===== config.mk =====
export PLATFORM = sky130hd
export DESIGN_NAME = ibex_efpga_mc_ctrl
export DESIGN_NICKNAME = d
export VERILOG_FILES = /design/src/rtl/ibex_efpga_mc_ctrl.sv
export SDC_FILE = /design/constraint.sdc
export NUM_CORES = 1
export LEC_CHECK = 0
export ABC_AREA = 1
export CAP_MARGIN = 5
export CORE_MARGIN = 5
export CORE_UTILIZATION = 45
export DETAILED_ROUTE_END_ITERATION = 12
export PLACE_DENSITY = 0.95
export SYNTH_ARGS = -nofsm -noshare
export SYNTH_HDL_FRONTEND = slang
export SYNTH_SLANG_ARGS = --single-unit

===== constraint.sdc =====
create_clock -name clk -period 3.7 [get_ports clk]
set_clock_uncertainty 0.05 [all_clocks]
set_input_delay 0.74 -clock clk [delete_from_list [all_inputs] [get_ports clk]]
set_output_delay 0.74 -clock clk [all_outputs]
set_load 0.02 [all_outputs]

===== src/rtl/ibex_efpga_mc_ctrl.sv =====
// Multi-channel eFPGA offload controller: accepts one request, waits a fixed latency or
// for the fabric done flag (with timeout), then returns the selected channel with a ready pulse.
module ibex_efpga_mc_ctrl #(
    parameter int unsigned DATA_W  = 32,
    parameter int unsigned NUM_CH  = 4,
    parameter int unsigned DELAY_W = 4,
    parameter int unsigned TIMEOUT = 255,
    localparam int unsigned CW     = (NUM_CH > 1) ? $clog2(NUM_CH) : 1
) (
    input  logic                     clk,
    input  logic                     rst,
    input  logic                     en_i,
    input  logic [CW-1:0]            op_i,
    input  logic                     strobe_i,
    input  logic [DELAY_W-1:0]       delay_i,
    input  logic [NUM_CH*DATA_W-1:0] result_i,
    input  logic                     efpga_done_i,
    input  logic                     abort_i,
    output logic                     ready_o,
    output logic [DATA_W-1:0]        endresult_o,
    output logic                     write_strobe_o,
    output logic                     busy_o,
    output logic                     timeout_o
);

    localparam int unsigned TW = (TIMEOUT > 0) ? $clog2(TIMEOUT + 1) : 1;
    localparam logic [TW-1:0] TLAST = (TIMEOUT > 0) ? TW'(TIMEOUT - 1) : '0;
    localparam logic [TW-1:0] TSAT = {TW{1'b1}};
    localparam logic [DELAY_W-1:0] DLY_DONE = {DELAY_W{1'b1}};

    localparam logic [1:0] StIdle   = 2'd0;
    localparam logic [1:0] StProc   = 2'd1;
    localparam logic [1:0] StFinish = 2'd2;

    logic [1:0]         state_q, state_d;
    logic [DELAY_W-1:0] cnt_q, cnt_d;
    logic [TW-1:0]      tcnt_q, tcnt_d;
    logic [CW-1:0]      op_q, op_d;
    logic [DELAY_W-1:0] dly_q, dly_d;
    logic               stb_q, stb_d;
    logic               to_q, to_d;
    logic [DATA_W-1:0]  res_q, res_d;
    logic [DATA_W-1:0]  sel_result;

    // Out-of-range channel codes (non-power-of-2 NUM_CH) fall back to channel 0.
    always_comb begin
        sel_result = result_i[DATA_W-1:0];
        for (int k = 0; k < NUM_CH; k++) begin
            if (op_q == CW'(k)) begin
                sel_result = result_i[k*DATA_W +: DATA_W];
            end
        end
    end

    always_comb begin
        state_d = state_q;
        cnt_d   = cnt_q;
        tcnt_d  = tcnt_q;
        op_d    = op_q;
        dly_d   = dly_q;
        stb_d   = stb_q;
        to_d    = to_q;
        res_d   = res_q;

        case (state_q)
            StIdle: begin
                cnt_d  = '0;
                tcnt_d = '0;
                to_d   = 1'b0;
                if (en_i) begin
                    op_d    = op_i;
                    dly_d   = delay_i;
                    stb_d   = strobe_i;
                    state_d = StProc;
                end
            end
            StProc: begin
                if (abort_i) begin
                    state_d = StIdle;
                end else if (dly_q != DLY_DONE) begin
                    cnt_d = cnt_q + 1'b1;
                    if (cnt_q == dly_q) begin
                        res_d   = sel_result;
                        state_d = StFinish;
                    end
                end else begin
                    if (tcnt_q != TSAT) begin
                        tcnt_d = tcnt_q + 1'b1;
                    end
                    // Done beats a coincident timeout.
                    if (efpga_done_i) begin
                        res_d   = sel_result;
                        state_d = StFinish;
                    end else if ((TIMEOUT != 0) && (tcnt_q == TLAST)) begin
                        res_d   = '0;
                        to_d    = 1'b1;
                        state_d = StFinish;
                    end
                end
            end
            StFinish: begin
                to_d    = 1'b0;
                state_d = StIdle;
            end
            default: begin
                to_d    = 1'b0;
                state_d = StIdle;
            end
        endcase
    end

    always_ff @(posedge clk or posedge rst) begin
        if (rst) begin
            state_q <= StIdle;
            cnt_q   <= '0;
            tcnt_q  <= '0;
            op_q    <= '0;
            dly_q   <= '0;
            stb_q   <= 1'b0;
            to_q    <= 1'b0;
            res_q   <= '0;
        end else begin
            state_q <= state_d;
            cnt_q   <= cnt_d;
            tcnt_q  <= tcnt_d;
            op_q    <= op_d;
            dly_q   <= dly_d;
            stb_q   <= stb_d;
            to_q    <= to_d;
            res_q   <= res_d;
        end
    end

    // Strobe is a decode of the latched mode, so it drops on the edge entering FINISH or IDLE.
    assign write_strobe_o = stb_q && (state_q == StProc);
    assign ready_o        = (state_q == StFinish);
    assign busy_o         = (state_q != StIdle);
    assign timeout_o      = (state_q == StFinish) && to_q;
    assign endresult_o    = res_q;

endmodule


### Word-level counts from Yosys, hierarchy flattened

Index checks and enable logic that the tools add are counted.

| operators by class | value |
|---|---|
| bitwise logic cells | 1 |
| reductions and logical operators | 12 |
| equality and inequality tests | 19 |
| shifts and indexed selects | 0 |
| $add $sub $neg | 2 |
| multipliers | 0 |
| div/mod/pow operators | 0 |
| mux-type cells | 26 |
| $lt $le $gt $ge | 0 |

Operators by type and width:

| operator | number |
|---|---|
| 2-to-1 mux 32 bit | 7 |
| 2-to-1 mux 8 bit | 3 |
| case mux 8 bit (2 select lines) | 1 |
| inequality test 2 bit, second input constant | 7 |
| 2-to-1 mux 2 bit | 6 |
| AND reduction 4 bit | 3 |
| adder 8 x 1 -> 8 bit, second input constant | 1 |
| == test 8 bit, second input constant | 1 |
| 2-to-1 mux 4 bit | 2 |
| inequality test 4 bit, second input constant | 2 |
| inequality test 8 bit, second input constant | 1 |
| case mux 4 bit (2 select lines) | 1 |
| == test 2 bit, second input constant | 3 |
| AND reduction 3 bit | 2 |
| 2-to-1 mux 1 bit | 5 |
| inequality test 5 bit, second input constant | 1 |
| adder 4 x 1 -> 4 bit, second input constant | 1 |
| == test 2 x 1 -> 1 bit, second input constant | 2 |
| == test 4 bit | 1 |
| case mux 2 bit (2 select lines) | 1 |
| nonzero test 2 bit | 2 |
| nonzero test 3 bit | 1 |
| logical AND 1 bit | 2 |
| logical NOT 2 bit | 1 |
| other kinds (3) | 3 |

| word-level totals | value |
|---|---|
| logic and storage cells | 68 |
| memories kept | 0 |
| memory bits (read-only) | 0 |
| output and inout port bits | 36 |
| register bits after elaboration | 54 |
| memory bits (writable) | 0 |
| bits in latches | 0 |

### Depth between registers and ports, before layout

| logic depth | value |
|---|---|
| depth in word-level cells | 6 |
| mapped depth | 11 |

### Worst setup path after synthesis

No wires, ideal clock.

| path | value |
|---|---|
| path type | reg-to-output |
| start | register state_q[1] |
| end | output port write_strobe_o |
| cell stages (with the launch flop) | 4 |
| path buffers | 0 |
| arrival | 1.076 ns |
| required time | 2.910 ns |
| slack | 1.834 ns |
| cell sequence | dfrtp_1 > nor2_2 > inv_1 > nor2_1 |

| between the ends | value |
|---|---|
| word-level cells in the longest chain between the ends | 2 |

RTL lines:

| element | line | RTL |
|---|---|---|
| start, declared | 35 | `logic [1:0] state_q, state_d;` |
| start signal, assigned | 114 | `state_q <= StIdle;` |
| start signal, assigned | 123 | `state_q <= state_d;` |
| == test 2 x 1 -> 1 bit | 135 | `assign write_strobe_o = stb_q && (state_q == StProc);` |
| logical AND 1 bit | 135 |  |
| end, declared | 21 | `output logic write_strobe_o,` |

No other way between the ends.

### Final worst setup path

| path | value |
|---|---|
| start | register state_q[0] |
| end | output port write_strobe_o |

The elaborated chain is that of the path after synthesis.

==> results_dict.tcl <==
set metrics [dict create \
    ios 176 \
    maxSlewHeadroom 0.305 \
    place_inst 800 \
    crit_type "reg -> out" \
    dr.pass1.iters 5 \
    fin_util 0.679 \
    arrival_ns 2.04 \
    die_h_um 101 \
    grt-ovfl-total 0 \
    die_width_um 101 \
    tightestPinTransition_ns 1.04 \
    highest_layer "met4" \
    start_util 0.456 \
    vias 4284 \
    drc 0 \
    nets 845 \
    die_area_um2 10200 \
    syn_area_um2 3710 \
    synth-edff-count 0 \
    io_buffers 175 \
    grt_pass1_vias 4280 \
    yosysSeqAreaShare 0.365 \
    cp_max_fo 9 \
    period_share 0.765 \
    hold_viol 0 \
    cts_resized 0 \
    drt_iter0_drc 182 \
    fin_crit_ns 2.83 \
    hpwl_um 9440 \
    fmax_mhz 353 \
    synthArstFlopShare 1.00 \
    clk_latency_ns 0.30 \
    rsz0062_at_grt "false" \
    hold_end "endresult_o[9]" \
    wl_met2_um 6330 \
    status "finished clean" \
    setup_violations 0 \
    r2r_start "op_q[0]" \
    yosysWarnings 0 \
    syn2layout_area_growth_pct 49.1 \
    layout-drive-gt1-share 0.0896 \
    track_usage 0.243 \
    synth_nets 695 \
    r2r-end "endresult_o[6]" \
    setup_tns_ns 0 \
    wl_um 12600 \
    wl_per_cell_um 15.6 \
    cp-end-kind "primary output" \
    r2r_slack_ns 1.10 \
    synthDistinctLibCells 25 \
    place.gp.congestion 0.879 \
    power.density_nw_per_um2 698 \
    min_from "endresult_o[9]" \
    synthCells 552 \
    dr_wl_met3_um 902 \
    num_rows 33 \
    syn_area_per_cell_um2 6.71 \
    clk_pin_slew_ns 0.10 \
    maxCapViolCount 0 \
    final_cells 808 \
    grt_max_degree 65 \
    wl_met1_um 5050 \
    p_leak_uw 0.00250 \
    synth-seq-cells 54 \
    antenna_found_initial 0 \
    ys.flop_type "dfrtp_1" \
    clock_sinks 54 \
    ir_drop_v 0.000537 \
    numCtsBuffers 5 \
    grt_pass1_wl_um 20000 \
    vias_per_cell 5.30 \
    clockRootBuffer "clkbuf_8" \
    ant_nets 0 \
    fillerInstances 680 \
    post_cts_buffers 0 \
    reg2regPathDepth 8 \
    worst_setup_path_start_kind "register" \
    h-tree-depth 2 \
    maxSlewViolCount 0 \
    cts_hold_buf 0 \
    antenna_cells 0 \
    whs_path_depth 2 \
    clockBufferDepth 2 \
    crit_required_ns 2.91 \
    core_um2 8130 \
    cts_tree "built" \
    hp-class "reg -> reg" \
]
==> kinds of logic after synthesis <==
| family | Yosys count | synth area share |
|---|---|---|
| AO/OA/AOI/OAI | 86 | 0.121 |
| flip-flops | 54 | 0.365 |
| XOR/XNOR | 2 | 0.00473 |
| buffers and inverters | 64 | 0.0814 |
| adder cells (fa/ha/maj) | 3 | 0.0101 |
| AND/OR/NAND/NOR | 343 | 0.418 |
==> per-layer routing <==
layer  up-vias  GRT usage
met1      1988      0.304
li1       2106          -
met5         -          0
met4         0     0.0725
met2       164      0.430
met3        26     0.0367
==> how the worst max path moves through the flow <==
stage	start	endpoint	slack (ns)	depth (start not counted)
after global placement	abort_i	endresult_o[7]	1.08	8
after global routing	state_q[0]	write_strobe_o	0.73	5
after detailed placement	abort_i	endresult_o[6]	0.97	8
after floorplan	rst	cnt_q[0]	1.60	1
final	state_q[0]	write_strobe_o	0.87	5
after CTS	state_q[0]	write_strobe_o	0.85	5
==> registers in the layout, summed over array words and instances (netlist names) <==
register / cells
cnt_q: 4
dly_q: 4
endresult_o: 32
op_q: 2
state_q: 2
stb_q: 1
tcnt_q: 8
to_q: 1
==> worst max-delay path, stage by stage (launching register included) <==
cell             delay (ns)
dfrtp_1                0.42
inv_1                  0.09
nor2_2                 0.33
inv_1                  0.17
nor2_1                 0.11
clkdlybuf4s50_1        0.61
==> area by class of cell <==
cell class                 count  area, um^2  area share
tap                          105         131      0.0238
clock inverter                 2        12.5     0.00226
sequential                    54        1350       0.245
clock buffer                   6        82.6      0.0149
timing repair buffer         181        1800       0.325
multi-input combinational    434        2050       0.372
inverter                      26        97.6      0.0177
==> synth_stat cells (all sizes together), types with 3 or more instances <==
master	n	area, um^2
a21oi	9	45.0
buf	21	140
clkbuf	17	63.8
dfrtp	54	1350
ha	3	37.5
inv	26	97.6
nand2	171	647
nand3	108	546
nand4	3	18.8
nor2	22	87.6
nor3	4	31.3
o21ai	76	395
or2	35	219
==> where the power goes <==
group,switching [uW],total (uW),internal [uW]
Combinational,1500,2510,1000
Sequential,176,1010,831
Clock,193,344,151
==> stage by stage <==
step / total power [uW] / setup slack, ns / hold WS [ns] / instance area, um^2
after detailed placement: 3520 / 0.972 / 0.424 / 5430
after CTS: 3880 / 0.853 / 0.449 / 5530
after floorplan: 2620 / 1.60 / 0.431 / 3710
after global placement: 3440 / 1.08 / 0.418 / 5430
final: 3860 / 0.869 / 0.448 / 5530
after global routing: 4210 / 0.725 / 0.477 / 5530
==> cell usage in the layout, fill, tap and decap left out, drive strengths merged <==
master | Yosys | routed
a21oi | 9 | 9
a31o | 1 | 1
buf | 21 | 6
clkbuf | 17 | 6
clkdlybuf4s50 | 0 | 175
clkinv | 0 | 1
clkinvlp | 0 | 1
dfrtp | 54 | 54
ha | 3 | 3
inv | 26 | 26
nand2 | 171 | 171
nand3 | 108 | 108
nand4 | 3 | 3
nor2 | 22 | 22
nor3 | 4 | 4
o21ai | 76 | 76
or2 | 35 | 35
xor2 | 2 | 2
Note: power is estimated with default switching activity, not from simulation.
